[src/rtl/bsg_manycore_pkg.sv]
// Shared types and elaboration helpers for the tile-array reset sequencer.
// No logic here; no latency and no flow control.
package bsg_manycore_pkg;

  typedef enum logic [1:0] {RESET, HOLD, RELEASE, RUN} bsg_manycore_reset_seq_state_e;

  // clog2 that never returns 0, so a width of 1 is always legal
  function automatic int safe_clog2(input int n);
    return (n <= 1) ? 1 : $clog2(n);
  endfunction

  function automatic int max_int(input int a, input int b);
    return (a > b) ? a : b;
  endfunction

endpackage

[src/rtl/bsg_counter_clear_up.sv]
// Saturating up-counter with synchronous clear; clear has priority over up.
// Count visible one cycle after up/clear; never wraps, holds at max_val_p.
module bsg_counter_clear_up #(
  parameter int width_p   = 4,
  parameter int max_val_p = 15
) (
  input  logic               clk_i,
  input  logic               reset_n_i,
  input  logic               clear_i,
  input  logic               up_i,
  output logic [width_p-1:0] count_o
);

  localparam logic [width_p-1:0] max_lp = width_p'(max_val_p);

  always_ff @(posedge clk_i) begin
    if (!reset_n_i || clear_i) begin
      count_o <= '0;
    end else if (up_i && (count_o != max_lp)) begin
      count_o <= count_o + width_p'(1);
    end
  end

endmodule

[src/rtl/bsg_manycore_tile_array_reset_sequencer.sv]
// Holds a tile subarray in reset, then releases columns (staggered when BSG_MANYCORE_RESET_STAGGER_EN).
// All outputs registered; soft reset accepted only in RUN, ignored (not queued) elsewhere.
module bsg_manycore_tile_array_reset_sequencer
  import bsg_manycore_pkg::*;
#(
  parameter int subarray_num_tiles_x_p = 4,
  parameter int num_tiles_x_p          = 16,
  parameter int num_tiles_y_p          = 8,
  parameter int x_cord_width_p         = 7,
  parameter int y_cord_width_p         = 7,
  parameter int pod_x_cord_width_p     = 3,
  parameter int pod_y_cord_width_p     = 4,
  parameter int x_subcord_offset_p     = 0,
  parameter int y_subcord_base_p       = 0,
  parameter int hold_cycles_p          = 16,
  parameter int stagger_cycles_p       = 2
) (
  input  logic                                                  clk_i,
  input  logic                                                  reset_n_i,
  input  logic [pod_x_cord_width_p-1:0]                         pod_x_i,
  input  logic [pod_y_cord_width_p-1:0]                         pod_y_i,
  input  logic                                                  soft_reset_v_i,
  output logic                                                  soft_reset_ready_o,
  output logic [subarray_num_tiles_x_p-1:0]                     reset_o,
  output logic [subarray_num_tiles_x_p-1:0][x_cord_width_p-1:0] global_x_o,
  output logic [subarray_num_tiles_x_p-1:0][y_cord_width_p-1:0] global_y_o,
  output logic                                                  run_o
);

  localparam int sx_lp              = subarray_num_tiles_x_p;
  localparam int x_subcord_width_lp = safe_clog2(num_tiles_x_p);
  localparam int y_subcord_width_lp = safe_clog2(num_tiles_y_p);
  localparam int cnt_width_lp       = safe_clog2(max_int(hold_cycles_p, stagger_cycles_p) + 1);
  localparam int cnt_max_lp         = max_int(hold_cycles_p, stagger_cycles_p);
  localparam logic [cnt_width_lp-1:0] hold_last_lp = cnt_width_lp'(hold_cycles_p - 1);

  if (x_cord_width_p != pod_x_cord_width_p + x_subcord_width_lp) begin : g_bad_x_width
    $error("x_cord_width_p must equal pod_x_cord_width_p + x sub-coordinate width");
  end
  if (y_cord_width_p != pod_y_cord_width_p + y_subcord_width_lp) begin : g_bad_y_width
    $error("y_cord_width_p must equal pod_y_cord_width_p + y sub-coordinate width");
  end

  bsg_manycore_reset_seq_state_e state_r, state_n;

  logic [sx_lp-1:0] reset_r, reset_next;
  logic [sx_lp-1:0][x_cord_width_p-1:0] global_x_r;
  logic [sx_lp-1:0][y_cord_width_p-1:0] global_y_r;
  logic run_r, run_next;
  logic ready_r, ready_next;
  logic enter_hold;
  logic [cnt_width_lp-1:0] hold_cnt;

  bsg_counter_clear_up #(
    .width_p  (cnt_width_lp),
    .max_val_p(cnt_max_lp)
  ) hold_counter (
    .clk_i    (clk_i),
    .reset_n_i(reset_n_i),
    .clear_i  (enter_hold),
    .up_i     (state_r == HOLD),
    .count_o  (hold_cnt)
  );

`ifdef BSG_MANYCORE_RESET_STAGGER_EN
  localparam int col_width_lp = safe_clog2(sx_lp + 1);
  localparam logic [cnt_width_lp-1:0] stagger_last_lp = cnt_width_lp'(stagger_cycles_p - 1);
  localparam logic [col_width_lp-1:0] last_col_lp     = col_width_lp'(sx_lp - 1);

  logic enter_release, col_release;
  logic [cnt_width_lp-1:0] stagger_cnt;
  logic [col_width_lp-1:0] col_idx;

  bsg_counter_clear_up #(
    .width_p  (cnt_width_lp),
    .max_val_p(cnt_max_lp)
  ) stagger_counter (
    .clk_i    (clk_i),
    .reset_n_i(reset_n_i),
    .clear_i  (enter_release | col_release),
    .up_i     (state_r == RELEASE),
    .count_o  (stagger_cnt)
  );

  // col_idx names the next column to release; column 0 goes on RELEASE entry
  always_ff @(posedge clk_i) begin
    if (!reset_n_i) begin
      col_idx <= '0;
    end else if (enter_release) begin
      col_idx <= col_width_lp'(1);
    end else if (col_release) begin
      col_idx <= col_idx + col_width_lp'(1);
    end
  end
`endif

  always_comb begin
    state_n    = state_r;
    reset_next = reset_r;
    run_next   = run_r;
    ready_next = ready_r;
    enter_hold = 1'b0;
`ifdef BSG_MANYCORE_RESET_STAGGER_EN
    enter_release = 1'b0;
    col_release   = 1'b0;
`endif
    unique case (state_r)
      RESET: begin
        state_n    = HOLD;
        enter_hold = 1'b1;
        reset_next = '1;
      end
      HOLD: begin
        if (hold_cnt == hold_last_lp) begin
`ifdef BSG_MANYCORE_RESET_STAGGER_EN
          if (sx_lp > 1) begin
            state_n       = RELEASE;
            enter_release = 1'b1;
            reset_next    = reset_r << 1;
          end else begin
            state_n    = RUN;
            reset_next = '0;
            run_next   = 1'b1;
            ready_next = 1'b1;
          end
`else
          state_n    = RUN;
          reset_next = '0;
          run_next   = 1'b1;
          ready_next = 1'b1;
`endif
        end
      end
      RELEASE: begin
`ifdef BSG_MANYCORE_RESET_STAGGER_EN
        // reset_o is a thermometer code, so each release is a left shift
        if (stagger_cnt == stagger_last_lp) begin
          col_release = 1'b1;
          reset_next  = reset_r << 1;
          if (col_idx == last_col_lp) begin
            state_n    = RUN;
            run_next   = 1'b1;
            ready_next = 1'b1;
          end
        end
`else
        state_n = RUN;
`endif
      end
      RUN: begin
        if (soft_reset_v_i && ready_r) begin
          state_n    = HOLD;
          enter_hold = 1'b1;
          reset_next = '1;
          run_next   = 1'b0;
          ready_next = 1'b0;
        end
      end
      default: state_n = RESET;
    endcase
  end

  always_ff @(posedge clk_i) begin
    if (!reset_n_i) begin
      state_r <= RESET;
    end else begin
      state_r <= state_n;
    end
  end

  always_ff @(posedge clk_i) begin
    if (!reset_n_i) begin
      reset_r    <= '1;
      run_r      <= 1'b0;
      ready_r    <= 1'b0;
      global_x_r <= '0;
      global_y_r <= '0;
    end else begin
      reset_r <= reset_next;
      run_r   <= run_next;
      ready_r <= ready_next;
      if (enter_hold) begin
        for (int c = 0; c < sx_lp; c++) begin
          global_x_r[c] <= {pod_x_i, x_subcord_width_lp'(x_subcord_offset_p + c)};
          global_y_r[c] <= {pod_y_i, y_subcord_width_lp'(y_subcord_base_p)};
        end
      end
    end
  end

  assign reset_o            = reset_r;
  assign run_o              = run_r;
  assign soft_reset_ready_o = ready_r;
  assign global_x_o         = global_x_r;
  assign global_y_o         = global_y_r;

endmodule
[config.mk]
export PLATFORM = sky130hd
export DESIGN_NAME = bsg_manycore_tile_array_reset_sequencer
export DESIGN_NICKNAME = d
export VERILOG_FILES = /design/src/rtl/bsg_manycore_pkg.sv /design/src/rtl/bsg_counter_clear_up.sv /design/src/rtl/bsg_manycore_tile_array_reset_sequencer.sv
export SDC_FILE = /design/constraint.sdc
export NUM_CORES = 1
export LEC_CHECK = 0
export ABC_AREA = 1
export CAP_MARGIN = 30
export CORE_MARGIN = 3
export CORE_UTILIZATION = 29
export CTS_BUF_LIST = sky130_fd_sc_hd__clkbuf_16
export DETAILED_ROUTE_END_ITERATION = 8
export PLACE_DENSITY = 0.6
export RECOVER_POWER = 100
export SLEW_MARGIN = 5
export SYNTH_ARGS = -nofsm -noshare
export SYNTH_HDL_FRONTEND = slang
export SYNTH_SLANG_ARGS = --single-unit
[constraint.sdc]
create_clock -name clk_i -period 2.2 [get_ports clk_i]
set_clock_uncertainty 0.15 [all_clocks]
set_input_delay 0.44 -clock clk_i [delete_from_list [all_inputs] [get_ports clk_i]]
set_output_delay 0.44 -clock clk_i [all_outputs]
set_load 0.01 [all_outputs]
# Word-level counts from Yosys, hierarchy flattened
# Cells that the tools add are included.
[word_totals]
out_inout_bits = 62
wordCells = 37
register_bits = 28
inputBits = 10
[op_classes]
addsub = 1
n_eq_ne = 7
n_reduce_logical = 10
mux = 11
[ops]
columns = ["operator", "count"]
rows = [
  ["4-bit case mux with 3 select lines", 1],
  ["4-bit two-way mux", 2],
  ["2-bit case mux with 4 select lines", 1],
  ["3-bit AND reduction", 2],
  ["5-bit by 1-bit adder with 5-bit output (second input constant)", 1],
  ["5-bit by 4-bit == test with 1-bit output (second input constant)", 1],
  ["5-bit inequality test (second input constant)", 1],
  ["2-bit == test (second input constant)", 2],
  ["2-bit two-way mux", 2],
  ["2-bit inequality test (second input constant)", 2],
  ["1-bit case mux with 2 select lines", 2],
  ["1-bit two-way mux", 3],
  ["3-bit nonzero test", 1],
  ["2-bit by 1-bit == test with 1-bit output (second input constant)", 1],
  ["1-bit logical AND", 2],
  ["2-bit zero test", 1],
  ["2-bit AND reduction", 1],
  ["2-bit nonzero test", 1],
  ["1-bit zero test", 1],
  ["1-bit logical OR", 1],
]

# Longest topological paths before layout
[depth]
depth_word = 4
depth_mapped = 10
depth_no_buf = 10

# Cells and area by module
# From an unflattened synthesis, not the netlist that was laid out.
[hier_totals]
hier_cells = 173
hier_area_um2 = 1233.7
[modules_own_cells]
columns = ["mod", "cells_per_inst", "area_per_inst_um2", "seq_area_each_um2", "instances"]
rows = [
  ["bsg_manycore_tile_array_reset_sequencer", 131, 960.9, 240.2, 1],
  ["bsg_counter_clear_up", 42, 272.8, 100.1, 1],
]

# Worst setup path before layout
# OpenSTA, ideal clock, no wires.
[synth_path]
path_type = "reg2reg"
startpoint = "reg hold_counter.count_o[0]"
endpoint = "reg reset_r[2], in the netlist reset_o[2]"
path_stages_with_launch = 10
t_arrival_ns = 1.263
setup_slack_ns = 0.662
n_path_buf = 0
period_less_slack_ns = 1.538
t_required_ns = 1.925
setup_ns = 0.125
path_cell_list = "dfxtp_1 > ha_1 > inv_1 > nor3_1 > ha_1 > inv_1 > nand2_2 > nand2_2 > o21ai_0 > nand3_1"
[synth_between]
elab_chain_len = 3
[synth_lines]
columns = ["item", "line", "text"]
rows = [
  ["from (decl)", "bsg_counter_clear_up.sv:11", "output logic [width_p-1:0] count_o"],
  ["from (signal assigned)", "bsg_counter_clear_up.sv:20", "count_o <= count_o + width_p'(1);"],
  ["5-bit by 4-bit == test with 1-bit output", "bsg_manycore_tile_array_reset_sequencer.sv:114", "if (hold_cnt == hold_last_lp) begin"],
  ["2-bit inequality test (no source line)", "--", ""],
  ["3-bit AND reduction (no source line)", "--", ""],
  ["to (signal assigned)", "bsg_manycore_tile_array_reset_sequencer.sv:179", "reset_r <= reset_next;"],
  ["to (decl)", "bsg_manycore_tile_array_reset_sequencer.sv:46", "logic [sx_lp-1:0] reset_r, reset_next;"],
]
# No other way between the ends.
# A chain may end at the register's enable or synchronous reset.

# Worst setup path after layout
[layout_path]
startpoint = "reg global_y_r (netlist bit global_y_o[27])"
endpoint = "out global_y_o[27] (netlist bit)"
[layout_rtl]
columns = ["item", "line", "text"]
rows = [
  ["from (decl)", "bsg_manycore_tile_array_reset_sequencer.sv:48", "logic [sx_lp-1:0][y_cord_width_p-1:0] global_y_r;"],
  ["from (signal, indexed assignment)", "bsg_manycore_tile_array_reset_sequencer.sv:185", "global_y_r[c] <= {pod_y_i, y_subcord_width_lp'(y_subcord_base_p)};"],
  ["to (decl)", "bsg_manycore_tile_array_reset_sequencer.sv:26", "output logic [subarray_num_tiles_x_p-1:0][y_cord_width_p-1:0] global_y_o,"],
]
# No word-level cell between the ends.

==> impl_results.md <==
- Clk Latency, worst-skew pair: ~240 ps
- Leakage: around 0.80 nW
- Slew Limit Fails: 0
- Number of global-route vias before repair: just over 800
- Boundary pin count: 72
- Hold buffers post-CTS: 0
- Tcrit/Tclk final: 84.05%
- Synth cell types: 22
- Drt wl/cell: 8.858 um
- Register area: 340.3 sq um
- Grt ovf: 0
- Worst EP required: about 1600 ps
- CP max-delay cell: dlygate4sd3_1
- Final WL: between 2000 and 2500 um
- HPWL Detailed: 1841 um
- Diode count: 0
- Core Region: 0.004414 sq mm
- CTS tree: built
- Max incr delay on CP: approximately 630 ps
- Area growth syn-to-layout: 22.02%
- #FFs+latches synth: 17
- Count of TritonRoute iterations in the first routing pass: 4
- Setup_tns: 0 ps
- Netlist Area Pre-Place: about 0.0013 sq mm
- Largest cells by area after synthesis: buf_4 29%, dfxtp_1 25%, ha_1 7.5%
- Die H: 73.85 um
- Post-CTS setup buffers: 0
- Total CTS buffers: 3
- FP Rows: 24
- Status: complete, no violations
- Crit-path leading delay family: buffers and inverters
- Period minus WS final: between 1500 and 2000 ps
- Crit-path max FO: 5
- Async set or reset register ratio after synthesis: 0%
- Initial antenna violation count: 0
- Post-layout util: 36.90%
- Share of cells above drive strength 1: 7.960%
- Hold WC Path Type: flip-flop to flip-flop
- Initial core utilization: between 30% and 40%
- Clock slew at reported path FFs: about 50 ps
- Nets: 220
- Final Hold Viols: 0
- Finish-stage setup viols: 0
- # resized after CTS: 0
- Power Dens Cells: 1084 mW/mm^2
- Gr usage total: 8.385%
- Initial drt markers: 18
- Fillers: 495
- Setup crit start kind: flip-flop
- Root Driver: clkbuf_16
- First-pass GRT wire length: 3560 um
- Max cap viols: 0
- Via density: 3.960
- Top cell type's share of synthesized area: 29.24%
- Power, Total: roughly 0.0018 W
- Post-synth EDFFs: 0
- Crit-path cells: dlygate4sd3_1
- Clk sinks: 17
- Critical path class: flip-flop to primary output
- Critical path buffer and inverter count: 1
- Layout Cells excl Fill: 253
- Critical path arrival: roughly 1300 ps
- Sequential area share after synthesis: 25.49%
- Setup crit end kind: primary output
- Synth Instances: 179
- Ys flop type: dfxtp_1
- Yosys top cell by area: buf_4
- Largest net degree at the start of global routing: 15
- Placed cells: 249
- Multi-input combinational cell area: 565.5 sq um
- Peak supply drop: 0.3218 mV
- RSZ-0062 raised after global routing: no
- Clock Tree Buf Depth: 2
- Achievable Freq: 540.8 MHz
- Post-route ant nets: 0
- Hold Slack: 314.2 ps
- H-tree depth: 1
- Die width: 73.85 um
- Via count: ~1000
- Synth Area per Inst: approximately 7.5 sq um
- Routability cong.: 0.8302
- Port Buffers: 47
- Warnings from Yosys: 0
- DRC errors left: 0
- Die Area: 0.005454 sq mm
-- stage by stage --
stage	cell area, sq um	worst slack [ps]
2_1_floorplan	1421	662.1
3_3_place_gp	1562	433.3
3_5_place_dp	1562	424.2
4_1_cts	1640	371.6
5_1_grt	1629	253.1
6_report	1629	350.8
-- where the power goes --
| group | internal, W | leakage [nW] | switching [W] |
|---|---|---|---|
| logic | 0.000472 | 0.614 | 0.000463 |
| clock network | 0.000241 | 0.0423 | 0.000116 |
| registers | 0.000390 | 0.140 | 0.0000844 |
| total | 0.00110 | 0.796 | 0.000663 |
-- worst min-delay path: stages, from the launching register on --
cell and delay (ps):
dfxtp_1 320, inv_1 50, a21oi_1 50
-- synth_stat cells, types with 2 or more instances --
cell type	count
buf_4	52
nand2_1	25
inv_1	22
dfxtp_1	17
nand3_1	13
a21oi_1	12
ha_1	8
nor2_1	8
a21oi_2	5
nand2_2	4
buf_6	2
-- cells in the final DEF, fill, tap and decap left out --
cell type	Yosys	layout
dlygate4sd3_1	0	38
nand2_1	25	28
conb_1	1	24
inv_1	22	23
dfxtp_1	17	17
nand3_1	13	13
a21oi_1	12	12
clkdlybuf4s50_1	0	9
nor2_1	8	8
ha_1	8	8
a21oi_2	5	5
clkbuf_16	0	3
buf_4	52	3
o21ai_0	1	2
nor3_1	1	1
o21bai_4	1	1
inv_2	1	1
nor2_2	1	1
nand4_1	1	1
nand2_2	4	1
nand2_4	1	1
nand3b_1	1	1
-- sequential cells by signal, summed over array words and instances, names as in the netlist --
name                  flops
state_r                   2
soft_reset_ready_o        1
global_x_o                4
reset_o                   1
global_y_o                4
hold_counter.count_o      5
-- per-layer routing --
layer,vias to the layer above,global-route usage (%),part of all wire [%]
met2,41,13.88,47
met4,0,4.829,1.3
met1,437,9.812,42
met3,2,1.915,9.4
met5,-,0,0
li1,522,-,-
-- kinds of logic (layout without fill, tap and decap cells) --
group                    after synthesis  count (layout)  synth area share, %
other                                  1              24               0.2809
buffers and inverters                 78              77                37.77
AO/OA/AOI/OAI                         20              20                10.22
AND/OR/NAND/NOR                       55              55                18.74
flip-flops                            17              17                25.49
adder cells (fa/ha/maj)                8               8                7.498
-- area by class of cell --
cell class | instances | area share [%]
clock inverters | 1 | 0.2304
repair buffers | 50 | 30.26
clock buffers | 3 | 4.608
well taps | 52 | 3.994
flip-flops and latches | 17 | 20.89
multi-input cells | 107 | 34.72
inverters | 23 | 5.300
-- path summary, 6_finish.rpt --
check	startpoint	end	slack, ps	depth (start not counted)
max	global_y_o[27]$_SDFFE_PN0P_	global_y_o[27]	350	1
min	soft_reset_ready_o$_SDFFE_PN0P_	soft_reset_ready_o$_SDFFE_PN0P_	310	2
max reg2reg	hold_counter.count_o[1]$_SDFFE_PP0P_	reset_o[2]$_SDFFE_PN1P_	420	9
min reg2reg	soft_reset_ready_o$_SDFFE_PN0P_	soft_reset_ready_o$_SDFFE_PN0P_	310	2
Power figures use the tool's default switching activity.
==> RTL edit, RTL diff (config.mk and constraints unchanged) <==
Re-encode `bsg_manycore_reset_seq_state_e` (4 states) as one-hot, 4 bits wide.
--- a/src/rtl/bsg_manycore_pkg.sv
+++ b/src/rtl/bsg_manycore_pkg.sv
@@ -2,7 +2,7 @@
 // No logic here; no latency and no flow control.
 package bsg_manycore_pkg;
 
-  typedef enum logic [1:0] {RESET, HOLD, RELEASE, RUN} bsg_manycore_reset_seq_state_e;
+  typedef enum logic [3:0] {RESET = 4'b0001, HOLD = 4'b0010, RELEASE = 4'b0100, RUN = 4'b1000} bsg_manycore_reset_seq_state_e;
 
   // clog2 that never returns 0, so a width of 1 is always legal
   function automatic int safe_clog2(input int n);
Function: no difference found for any inputs over 10 cycles, from zero or initial values and one cycle with reset_n_i low; not proved beyond that.
==> RTL edit against the original RTL <==
- sequential share of layout area grew 2.6 points
- synthesized cell count is the same
- global-route usage shrank 0.56 points
- routed wire length shrank 0.98%
- via count shrank 3.7%
- cell area shrank 5.9%
- sequential cell count grew 1
- critical path depth is the same
- synthesized area shrank 6.6%
- worst setup slack gained 0.011 ns
- non-clock buffer count shrank 2
Power is not compared: it rests on default switching activity, and its combinational part moved more than twofold at a synthesized area within 25%.
==> RTL edit: results (changes against the original RTL) <==
[global_routing]
grt_use_total_pct=7.82  ; -0.56 points
grt_max_degree=18  ; +3
grt_pass1_vias=747  ; -8.6%
grt_pass1_wl_mm=3.21  ; -9.9%

[synthesis]
synth_xor_xnor_area_share_pct=0  ; unchanged
synth_top_family_by_area=buffers and inverters
async_flop_share_pct=0  ; unchanged
synth_fa_ha_area_share_pct=3.01  ; -4.5 points
synth.top_cells.by_count=buf_4, nand2_1, nor2_1, inv_1, dfxtp_1
yosysWarnings=0  ; unchanged
yosys.area.top_type=buf_4
avgSynthCellArea_um2=6.97  ; -6.6%
synthTopCellsByArea=buf_4, dfxtp_1, nand2_1
yosysTopAreaCellShare_pct=31.3  ; +2.1 points
ys_seq_area_share_pct=28.9  ; +3.4 points
synth_cell_types=20  ; -9.1%
synth_compound_area_share_pct=4.11  ; -6.1 points

[clocking]
path_clk_slew_ns=0.05  ; about the same
cts_buffer_depth=2  ; unchanged
cts_buffers=3  ; unchanged
cts_resized=0  ; unchanged

[route]
totalWireLength_mm=2.22  ; -0.98%
via_per_inst=3.88  ; -2.1%
drtIter0Drc=44  ; +26
avgRoutedWirePerCell_um=8.91  ; +0.61%
dr.pass1.iters=4  ; unchanged

[outcome]
outcome=finished, final reports clean

[layout]
fin_nets=214  ; -2.7%
drive_gt1_share_pct=3.52  ; -4.4 points
top_register=hold_counter.count_o
largest_reg_flops=5  ; unchanged

[placed_design]
dpl.hpwl_mm=1.75  ; -5.0%
gp_congestion=0.710  ; -14%
dp.cells=246  ; -1.2%

[pwr]
p_leak_nw=0.767
ir_drop_mv=0.267

[min_path]
hold_class=register to register

[worst_setup_path]
crit_fanout=5  ; unchanged
cp_slowest_cell=dlygate4sd3_1
arrival_ns=1.25

## RTL edit: cell types whose count changed in the layout (fill, tap and decap cells not counted), moves of 3 or more
cell,change
nand2_1,+10
a21oi_2,-5
inv_1,-3
nand3_1,-5
ha_1,-5
a21oi_1,-7
buf_4,-3
nor2_1,+14
## RTL edit: cells by family (layout without fill, tap and decap cells)
logic type	after synthesis	count (layout)
AO/OA/AOI/OAI	9	9
other	1	24
AND/OR/NAND/NOR	74	74
adder cells (fa/ha/maj)	3	3
flip-flops	18	18
buffers and inverters	74	71
## RTL edit: power breakdown
group / leakage [nW] / internal [mW] / switching [mW]
Sequential: 0.148 / 0.355 / 0.0266
Combinational: 0.582 / 0.149 / 0.158
Clock: 0.0370 / 0.239 / 0.115
## RTL edit: final timing paths
check,start,to,slack [ns],cells past startpoint
setup / recovery,reset_o[2],reset_o[2],0.36,1
hold / removal,soft_reset_ready_o,soft_reset_ready_o,0.33,2
setup reg to reg,hold_counter.count_o[1],reset_o[2],0.65,7
hold reg to reg,soft_reset_ready_o,soft_reset_ready_o,0.33,2
## RTL edit: through the flow
step / setup WS, ns / utilization (%) / cell area, um^2 / total power, mW / hold WS, ns
global placement: 0.482 / 35.9 / 1470 / 0.732 / 0.320
detailed placement: 0.457 / 35.9 / 1470 / 0.737 / 0.335
floorplan: 0.813 / - / 1330 / 0.664 / 0.321
global route: 0.316 / 37.5 / 1530 / 1.09 / 0.366
finish: 0.362 / 37.5 / 1530 / 1.04 / 0.330
CTS: 0.375 / 37.7 / 1540 / 1.09 / 0.342
## RTL edit: worst min-delay path: cells and delay by family (launching register included)
| family | cells | cell delay, ns |
|---|---|---|
| buf+inv | 1 | 0.05 |
| compound gates | 1 | 0.05 |
| flops | 1 | 0.33 |
## RTL edit: layout make-up
cell class / instances / area [um^2]
Fill cell: 433 / 2550
Multi-Input combinational cell: 110 / 485
Timing Repair Buffer: 48 / 474
Sequential cell: 18 / 360
Clock buffer: 3 / 75.1
Inverter: 20 / 75.1
Tap cell: 50 / 62.6
## RTL edit: metal layers
layer  global-route usage, %  vias to the layer above  wire length, um
li1                        -                      506                -
met1                    9.67                      413              997
met2                    12.4                       44              988
met3                    1.40                        2              205
met4                    5.01                        0               28
met5                       0                        -                0
